==> src/rtl/enc_frame_packer.sv <==
// Sample-pair FIFO with occupancy count.
// Latency: a pushed entry is at the head one cycle after the push.
// Backpressure: push is taken when not full or when a pop happens in the same cycle; otherwise it is ignored.
module enc_pair_fifo #(
    parameter int W     = 34,
    parameter int DEPTH = 4
) (
    input  logic                   core_clk,
    input  logic                   arst_n,
    input  logic                   push,
    input  logic [W-1:0]           wr_dat,
    input  logic                   pop,
    output logic [W-1:0]           rd_dat,
    output logic [$clog2(DEPTH):0] level,
    output logic                   empty,
    output logic                   full
);
    localparam int AW = $clog2(DEPTH);
    localparam logic [AW:0] FULL_LVL = (AW+1)'(DEPTH);

    logic [W-1:0]  mem [DEPTH];
    logic [AW-1:0] wr_ptr;
    logic [AW-1:0] rd_ptr;
    logic          push_ok;
    logic          pop_ok;

    assign empty   = (level == '0);
    assign full    = (level == FULL_LVL);
    assign pop_ok  = pop && !empty;
    assign push_ok = push && (!full || pop_ok);
    assign rd_dat  = mem[rd_ptr];

    // When full, the write slot is the head being popped; the read completes before the edge.
    always_ff @(posedge core_clk) begin
        if (push_ok) begin
            mem[wr_ptr] <= wr_dat;
        end
    end

    always_ff @(posedge core_clk or negedge arst_n) begin
        if (!arst_n) begin
            wr_ptr <= '0;
            rd_ptr <= '0;
            level  <= '0;
        end else begin
            if (push_ok) begin
                wr_ptr <= wr_ptr + AW'(1);
            end
            if (pop_ok) begin
                rd_ptr <= rd_ptr + AW'(1);
            end
            level <= level + (AW+1)'(push_ok) - (AW+1)'(pop_ok);
        end
    end
endmodule

// Packs buffered encoder pairs into 7-byte frames: header, seq, enc1 hi/lo, enc2 hi/lo, xor checksum.
// Latency: strobe in cycle c into an idle packer gives the header on tx_data in cycle c+2.
// Backpressure: tx_data holds while tx_ready is low; a full FIFO drops new samples and counts them.
module enc_frame_packer #(
    parameter int         DW         = 13,
    parameter int         FIFO_DEPTH = 4,
    parameter logic [7:0] HEADER     = 8'hA5
) (
    input  logic                        CLK_10MHZ,
    input  logic                        RST_N,
    input  logic                        sample_valid,
    input  logic [DW-1:0]               enc1_data,
    input  logic [DW-1:0]               enc2_data,
    output logic [7:0]                  tx_data,
    output logic                        tx_valid,
    input  logic                        tx_ready,
    output logic                        busy,
    output logic [$clog2(FIFO_DEPTH):0] fifo_level,
    output logic [7:0]                  drop_cnt
);
    localparam int EW = 8 + 2*DW;

    typedef enum logic {IDLE, SEND} state_t;

    state_t        state, state_nxt;
    logic [2:0]    idx, idx_nxt, idx_inc;
    logic [7:0]    seq;
    logic [EW-1:0] fifo_wr_dat, fifo_rd_dat;
    logic          fifo_empty, fifo_full, pop, drop;
    logic [7:0]    head_seq, head_csum;
    logic [15:0]   head_e1, head_e2;
    logic [7:0]    frm_seq, frm_csum;
    logic [15:0]   frm_e1, frm_e2;
    logic [7:0]    next_byte, tx_data_nxt;
    logic          tx_valid_nxt;

    assign fifo_wr_dat = {seq, enc1_data, enc2_data};
    assign head_seq    = fifo_rd_dat[EW-1 -: 8];
    assign head_e1     = 16'(fifo_rd_dat[2*DW-1 -: DW]);
    assign head_e2     = 16'(fifo_rd_dat[DW-1:0]);
    assign head_csum   = head_seq ^ head_e1[15:8] ^ head_e1[7:0] ^ head_e2[15:8] ^ head_e2[7:0];
    assign drop        = sample_valid && fifo_full && !pop;
    assign idx_inc     = idx + 3'd1;
    assign busy        = (state != IDLE) || (fifo_level != '0);

    enc_pair_fifo #(
        .W     (EW),
        .DEPTH (FIFO_DEPTH)
    ) u_fifo (
        .core_clk (CLK_10MHZ),
        .arst_n   (RST_N),
        .push     (sample_valid),
        .wr_dat   (fifo_wr_dat),
        .pop      (pop),
        .rd_dat   (fifo_rd_dat),
        .level    (fifo_level),
        .empty    (fifo_empty),
        .full     (fifo_full)
    );

    // Every strobe consumes a sequence number so drops show up as gaps at the host.
    always_ff @(posedge CLK_10MHZ or negedge RST_N) begin
        if (!RST_N) begin
            seq      <= '0;
            drop_cnt <= '0;
        end else begin
            if (sample_valid) begin
                seq <= seq + 8'd1;
            end
            if (drop && drop_cnt != 8'hFF) begin
                drop_cnt <= drop_cnt + 8'd1;
            end
        end
    end

    always_ff @(posedge CLK_10MHZ or negedge RST_N) begin
        if (!RST_N) begin
            frm_seq  <= '0;
            frm_e1   <= '0;
            frm_e2   <= '0;
            frm_csum <= '0;
        end else if (pop) begin
            frm_seq  <= head_seq;
            frm_e1   <= head_e1;
            frm_e2   <= head_e2;
            frm_csum <= head_csum;
        end
    end

    always_comb begin
        next_byte = HEADER;
        case (idx_inc)
            3'd1:    next_byte = frm_seq;
            3'd2:    next_byte = frm_e1[15:8];
            3'd3:    next_byte = frm_e1[7:0];
            3'd4:    next_byte = frm_e2[15:8];
            3'd5:    next_byte = frm_e2[7:0];
            3'd6:    next_byte = frm_csum;
            default: ;
        endcase
    end

    always_comb begin
        state_nxt    = state;
        idx_nxt      = idx;
        pop          = 1'b0;
        tx_valid_nxt = tx_valid;
        tx_data_nxt  = tx_data;
        case (state)
            IDLE: begin
                tx_valid_nxt = 1'b0;
                if (!fifo_empty) begin
                    pop          = 1'b1;
                    idx_nxt      = 3'd0;
                    state_nxt    = SEND;
                    tx_valid_nxt = 1'b1;
                    tx_data_nxt  = HEADER;
                end
            end
            SEND: begin
                if (tx_valid && tx_ready) begin
                    if (idx == 3'd6) begin
                        // Reload straight from the FIFO so consecutive frames have no valid gap.
                        if (!fifo_empty) begin
                            pop         = 1'b1;
                            idx_nxt     = 3'd0;
                            tx_data_nxt = HEADER;
                        end else begin
                            state_nxt    = IDLE;
                            tx_valid_nxt = 1'b0;
                        end
                    end else begin
                        idx_nxt     = idx_inc;
                        tx_data_nxt = next_byte;
                    end
                end
            end
            default: state_nxt = IDLE;
        endcase
    end

    always_ff @(posedge CLK_10MHZ or negedge RST_N) begin
        if (!RST_N) begin
            state    <= IDLE;
            idx      <= '0;
            tx_valid <= 1'b0;
            tx_data  <= '0;
        end else begin
            state    <= state_nxt;
            idx      <= idx_nxt;
            tx_valid <= tx_valid_nxt;
            tx_data  <= tx_data_nxt;
        end
    end
endmodule

==> config.mk <==
export PLATFORM = sky130hd
export DESIGN_NAME = enc_frame_packer
export DESIGN_NICKNAME = d
export VERILOG_FILES = /design/src/rtl/enc_frame_packer.sv
export SDC_FILE = /design/constraint.sdc
export NUM_CORES = 1
export LEC_CHECK = 0
export BUFFER_PORTS_ARGS = -buffer_cell sky130_fd_sc_hd__buf_2
export CAP_MARGIN = 20
export CORE_ASPECT_RATIO = 1.2
export CORE_MARGIN = 2
export CORE_UTILIZATION = 60
export CTS_CLUSTER_DIAMETER = 150
export DETAILED_ROUTE_END_ITERATION = 10
export PLACE_DENSITY = 0.8
export SKIP_LAST_GASP = 1
export SLEW_MARGIN = 20
export SYNTH_ARGS = -nofsm -noshare
export SYNTH_HDL_FRONTEND = slang
export SYNTH_HIERARCHICAL = 1
export SYNTH_SLANG_ARGS = --single-unit
==> constraint.sdc <==
create_clock -name CLK_10MHZ -period 4.1 [get_ports CLK_10MHZ]
set_clock_uncertainty 0.05 [all_clocks]
set_input_delay 0.41 -clock CLK_10MHZ [delete_from_list [all_inputs] [get_ports CLK_10MHZ]]
set_output_delay 0.41 -clock CLK_10MHZ [all_outputs]
set_load 0.02 [all_outputs]
# [Yosys cells after proc, flatten, opt, wreduce, memory -nomap -nowiden]
# Memories as Yosys holds them, arrays and structs flattened.
# Cells that the tools add are included.
[op_classes] n_addsub=7 n_mul=0 div=0 n_lt_le_gt_ge=0 eq_ne=12 shift=0 mux=22 bitwise_logic=5 n_reduce_logical=14
[ops] operator="$pmux W8 S6" count=1
[ops] operator="$mux W8" count=3
[ops] operator="$add A8 B1 Y8 const B" count=2
[ops] operator="$pmux W8 S2" count=1
[ops] operator="$xor A8 B5 Y8" count=2
[ops] operator="$xor A8 B8 Y8" count=2
[ops] operator="$eq A3 B3 Y1 const B" count=5
[ops] operator="$mux W1" count=10
[ops] operator="$mux W3" count=3
[ops] operator="$ne A8 B8 Y1 const B" count=1
[ops] operator="$eq A3 B2 Y1 const B" count=2
[ops] operator="$logic_and A1 B1 Y1" count=6
[ops] operator="$ne A2 B1 Y1 const B" count=3
[ops] operator="$pmux W1 S2" count=3
[ops] operator="$pmux W3 S2" count=1
[ops] operator="$add A2 B1 Y2 const B" count=2
[ops] operator="$add A3 B1 Y3" count=1
[ops] operator="$add A3 B1 Y3 const B" count=1
[ops] operator="$eq A3 B1 Y1 const B" count=1
[ops] operator="$logic_not A1 Y1" count=3
[ops] operator="$logic_not A3 Y1" count=1
[ops] operator="$reduce_and A3 Y1" count=1
[ops] operator="$reduce_bool A3 Y1" count=1
[ops] operator="$sub A3 B1 Y3" count=1
[ops] operator="other kinds (2)" count=3
[word_totals] reg_bits=78 latch_bits=0 ramBits=136 rom_bits=0 in_bits=30 out_inout_bits=21 wordCells=74 memories=1
[memory_table] name="u_fifo.mem" depth=4 word_bits=34 read_ports=1 rd_clocked_by_memory_dff=0 write_ports=1 line="21" rtl="logic [W-1:0] mem [DEPTH];"

# [Logic depth before layout (Yosys ltp)]
[logic_depth] word_depth=10 depth_mapped=13 ltp_nobuf=11

# [By module]
# Netlist, hierarchy kept.
[modules_own_cells] module="enc_pair_fifo" instances=1 cells_each=213 area_each_um2=5350.1 seq_area_each_um2=4259.1
[modules_own_cells] module="enc_frame_packer" instances=1 cells_each=351 area_each_um2=3419.5 seq_area_each_um2=1776.7

# [Least setup slack after synthesis]
# No wires, ideal clock.
[synth_path] path_type="register to register" from="register idx[0]" to="memory u_fifo.mem[0][0] (enable)" setup_time_ns=0.394 arrival_time_ns=2.556 required_time_ns=3.656 path_slack_ns=1.100 path_stages_with_launch=11 path_buffers=2 synth_period_minus_slack_ns=3.000 path_cell_list="dfrtp_1 > inv_1 > ha_1 > and4_1 > o21ai_2 > inv_2 > buf_4 > buf_4 > inv_1 > a21boi_4 > and2_1"
[synth_via] elab_chain_len=9
[synth_lines] item="start: declaration" line="82" rtl="logic [2:0] idx, idx_nxt, idx_inc;"
[synth_lines] item="start signal: assignment" line="206" rtl="idx <= idx_nxt;"
[synth_lines] item="$eq A3 B3 Y1" line="178" rtl="if (idx == 3'd6) begin"
[synth_lines] item="$mux W1" line="178"
[synth_lines] item="$mux W1" line="177" rtl="if (tx_valid && tx_ready) begin"
[synth_lines] item="$pmux W1 S2" line="165" rtl="case (state)"
[synth_lines] item="via pop" line="85" rtl="logic fifo_empty, fifo_full, pop, drop;"
[synth_lines] item="$logic_and A1 B1 Y1" line="29" rtl="assign pop_ok = pop && !empty;"
[synth_lines] item="$logic_or A1 B1 Y1" line="30" rtl="assign push_ok = push && (!full || pop_ok);"
[synth_lines] item="$logic_and A1 B1 Y1" line="30"
[synth_lines] item="$mux W1" line="35" rtl="if (push_ok) begin"
[synth_lines] item="$mux W1 (not written as such)" line="36" rtl="mem[wr_ptr] <= wr_dat;"
[synth_lines] item="end: declaration" line="21"
# The timed path passes the listed nets, and every way through them passes these cells.

# [Worst setup path after layout]
[layout_path] from="register idx[0]" to="register u_fifo.level[1]"
[layout_via] elab_chain_len=9
[layout_lines] item="$eq A3 B3 Y1 (*)" line="178"
[layout_lines] item="$mux W1 (*)" line="178"
[layout_lines] item="$mux W1 (*)" line="177"
[layout_lines] item="$pmux W1 S2 (*)" line="165"
[layout_lines] item="$logic_and A1 B1 Y1 (*)" line="29"
[layout_lines] item="$logic_or A1 B1 Y1" line="30"
[layout_lines] item="$logic_and A1 B1 Y1" line="30"
[layout_lines] item="$add A3 B1 Y3" line="52" rtl="level <= level + (AW+1)'(push_ok) - (AW+1)'(pop_ok);"
[layout_lines] item="$sub A3 B1 Y3 (*)" line="52"
[layout_lines] item="end signal: assignment" line="52"
[layout_lines] item="end: declaration" line="14" rtl="output logic [$clog2(DEPTH):0] level,"
# Mark *: on every way between the ends. The rest lies on a longest branch, timed or not.
# A chain may end at the register's enable or synchronous reset.

==> metrics.md <==
| Metric | Value |
|---|---|
| Fin nets | 668 |
| Startpoint Class | flip-flop |
| Maxcap violations | 0 |
| Synth cell types | 48 |
| Pwr Density | 584.4 mW/mm2 |
| RSZ-0062 raised after global routing | no |
| Congestion Overflow GR | 0 |
| Crit path DAT | 3.33 ns |
| Maximum fanout along the worst path | 13 |
| Max Freq | 0.3313 GHz |
| Placement Cell Area | 0.009188 mm2 |
| DP HPWL | 9756 um |
| Die area | 0.01560 mm2 |
| # hold bufs at CTS | 0 |
| Critical path data required time | 4.41 ns |
| LEAKAGE | 3.953 nW |
| Synth-to-layout area growth | 13.74% |
| CTS tree | done |
| #FFs+latches synth | 214 |
| Initial DRT Pass Iterations | 5 |
| Setup TNS | 0 ns |
| Post-route cell area | 0.009975 mm2 |
| Iteration-0 DRC count of the detailed router | 436 |
| Synth warn | 6 |
| Slew headroom | 0.3598 |
| # IOs | 51 |
| Crit-path cells | inv_1 > ha_1 > and4_1 > o21ai_2 > inv_2 > o31ai_2 > or2_1 > a21bo_1 > ha_1 > fa_1 |
| Hold Path Class | input pin to asynchronous set/reset pin |
| Kind of critical path | flip-flop to flip-flop |
| Slowest cell on the critical path | ha_1 |
| Std-Cell Rows | 48 |
| Diode count | 0 |
| Post-Syn Nets | 607 |
| Number of routed nets with antenna violations | 0 |
| Final setup fails | 0 |
| Outcome | complete, no violations |
| Clk sinks | 214 |
| DRC | 0 |
| DR vias | 4,766 |
| First-pass GRT wire length | 25,630 um |
| Core area | 0.01435 mm2 |
| Yosys top cell by area | edfxtp_1 |
| Largest net degree at the start of global routing | 79 |
| Cells after Synth | 564 |
| Starting Density | 0.6110 |
| Final Max Tran Viols | 0 |
| Async S/R FF share, synth | 0.3645 |
| Top_reg_cell synth | edfxtp_1 |
| Syn Area/Cell | 15.55 um2 |
| Clock buffer depth | 3 |
| Layout cells sized above 1 | 0.2309 |
| Die extent in x | 114.4 um |
| Most frequent cells after synthesis | edfxtp_1 (136), nand2_1 (120), dfrtp_1 (78), mux4_2 (34), xnor2_1 (26) |
| Syn Std Cell Area | 0.008770 mm2 |
| CTS H-tree lvls | 1 |
| Number of buffers added for setup after CTS | 0 |
| RD Place Congestion | 0.8173 |
| Most frequent cell after synthesis | edfxtp_1 |
| Number of synthesized flops with an enable pin | 136 |
| Wire per inst | 19.73 um |
| Post-CTS Resized | 0 |
| CTS Buf Count | 22 |
| Worst-path clk slew | 0.06 ns |
| Maximum VDD drop | 0.3980 mV |
| Slew @ Worst Pin | 0.9603 ns |
| Number of global-route vias before repair | 4,988 |
| I/O Buffers | 50 |
| Initial antenna violation count | 0 |
| Register area share after synthesis | 0.6883 |
| Die height | 136.4 um |
| Crit-path max cell delay | 0.49 ns |
| Tcrit/Tclk final | 0.7361 |
| Buf+Inv Stages, Crit Path | 2 |
| Top-area cell type share of the netlist area | 0.4657 |
| Most frequent CP cell | ha_1 |
| Fin. Hold Viols | 0 |
| Top cell family by delay on the critical path | adder cells |
| Clk_lat worst skew | 0.51 ns |
| Fin crit period | 3.018 ns |
| Vias per inst | 5.841 |
| CP Capture Type | flip-flop |
| Ranking of synthesized cells by area | edfxtp_1 (47%), dfrtp_1 (22%), mux4_2 (8.7%) |
| GR Util All Layers | 0.2138 |
| WL final | 16,100 um |
| Root buf cell | clkbuf_16 |
[area by class of cell]
type	instances	area, um2
multi-input cells	318	2561
inverters	10	37.54
repair buffers	59	332.8
clock buffers	22	550.5
clock inverters	18	236.5
well taps	175	219.0
fillers	949	4379
flip-flops and latches	214	6037
[final timing paths]
check                           cells after the start  slack [ns]                           end                  start
worst max-delay path                               10        1.08     u_fifo/level[1]$_DFF_PN0_     idx[0]$_DFFE_PN0P_
worst min-delay path                                1        0.01        tx_data[7]$_DFFE_PN0P_                  RST_N
worst max register to register                     10        1.08     u_fifo/level[1]$_DFF_PN0_     idx[0]$_DFFE_PN0P_
worst min register to register                      2        0.43         frm_e1[6]$_DFFE_PN0N_  frm_e1[6]$_DFFE_PN0N_
max in group asynchronous                           1        3.31  u_fifo/rd_ptr[0]$_DFFE_PN0N_                  RST_N
min in group CLK_10MHZ                              1        0.07   u_fifo/mem[0][14]$_DFFE_PP_           enc1_data[1]
[state kept, by name, summed over array words and instances, names as in the netlist]
register and cells:
idx 3, u_fifo/level 3, frm_seq 8, frm_e2 13
tx_valid 1, u_fifo/rd_ptr 2, drop_cnt 8, u_fifo/mem 136
frm_csum 8, frm_e1 13, tx_data 8, state 1
seq 8, u_fifo/wr_ptr 2
[power breakdown]
part / total, W / internal (W) / switching, W / leakage (nW)
clock network: 0.00212 / 0.00130 / 0.000814 / 0.381
logic: 0.000778 / 0.000316 / 0.000462 / 1.29
registers: 0.00293 / 0.00274 / 0.000198 / 2.28
[routing by layer]
layer,GRT usage,routed length (um),up-vias
met4,0.06369,259,0
met2,0.3618,8191,141
li1,-,-,2193
met3,0.02987,803,22
met1,0.2934,6849,2410
met5,0,0,-
[metrics by stage]
stage / std cells / util / total power, W / setup WS (ns) / hold WS (ns)
floorplan: 564 / - / 0.003453 / 1.100 / 0.06441
global placement: 776 / 0.6401 / 0.003682 / 1.266 / 0.4085
detailed placement: 776 / 0.6401 / 0.003755 / 1.109 / 0.4157
CTS: 816 / 0.6949 / 0.005888 / 1.089 / 0.04067
global route: 816 / 0.6949 / 0.006057 / 0.8923 / 0.05741
finish: 816 / 0.6949 / 0.005830 / 1.082 / 0.01172
[placed cells by master (no fill, tap or decap), types with 2 or more instances in the layout]
cell type	instances
ha_1	12
buf_2	49
xnor2_1	26
bufinv_16	5
a22o_1	2
nor3_1	3
mux2_2	6
mux4_2	34
clkbuf_16	22
o21ai_0	16
a21o_1	2
inv_1	8
xor2_1	20
clkinv_2	3
a21bo_2	2
a221oi_1	2
a21oi_1	4
inv_2	2
clkinv_1	6
mux2i_1	2
dfrtp_1	77
a222oi_1	6
clkinv_8	2
edfxtp_1	136
or2_1	2
nand2_1	120
nor2_1	15
nand3_1	7
a221o_1	3
buf_4	9
nand4_1	4
and2_1	4
a22oi_1	8
[kinds of logic (layout without fill, tap and decap cells)]
kind of cell,count (synthesis),in the layout,share of synthesized area
AOI/OAI and AO/OA,53,53,0.04651
buffers and inverters,32,109,0.01969
muxes,43,43,0.09901
xor gates and xnor gates,47,47,0.04780
DFF,214,214,0.6883
and+or+nand+nor,162,162,0.07932
adders and majority gates,13,13,0.01940
No activity file was read; power rests on OpenSTA's default activity.
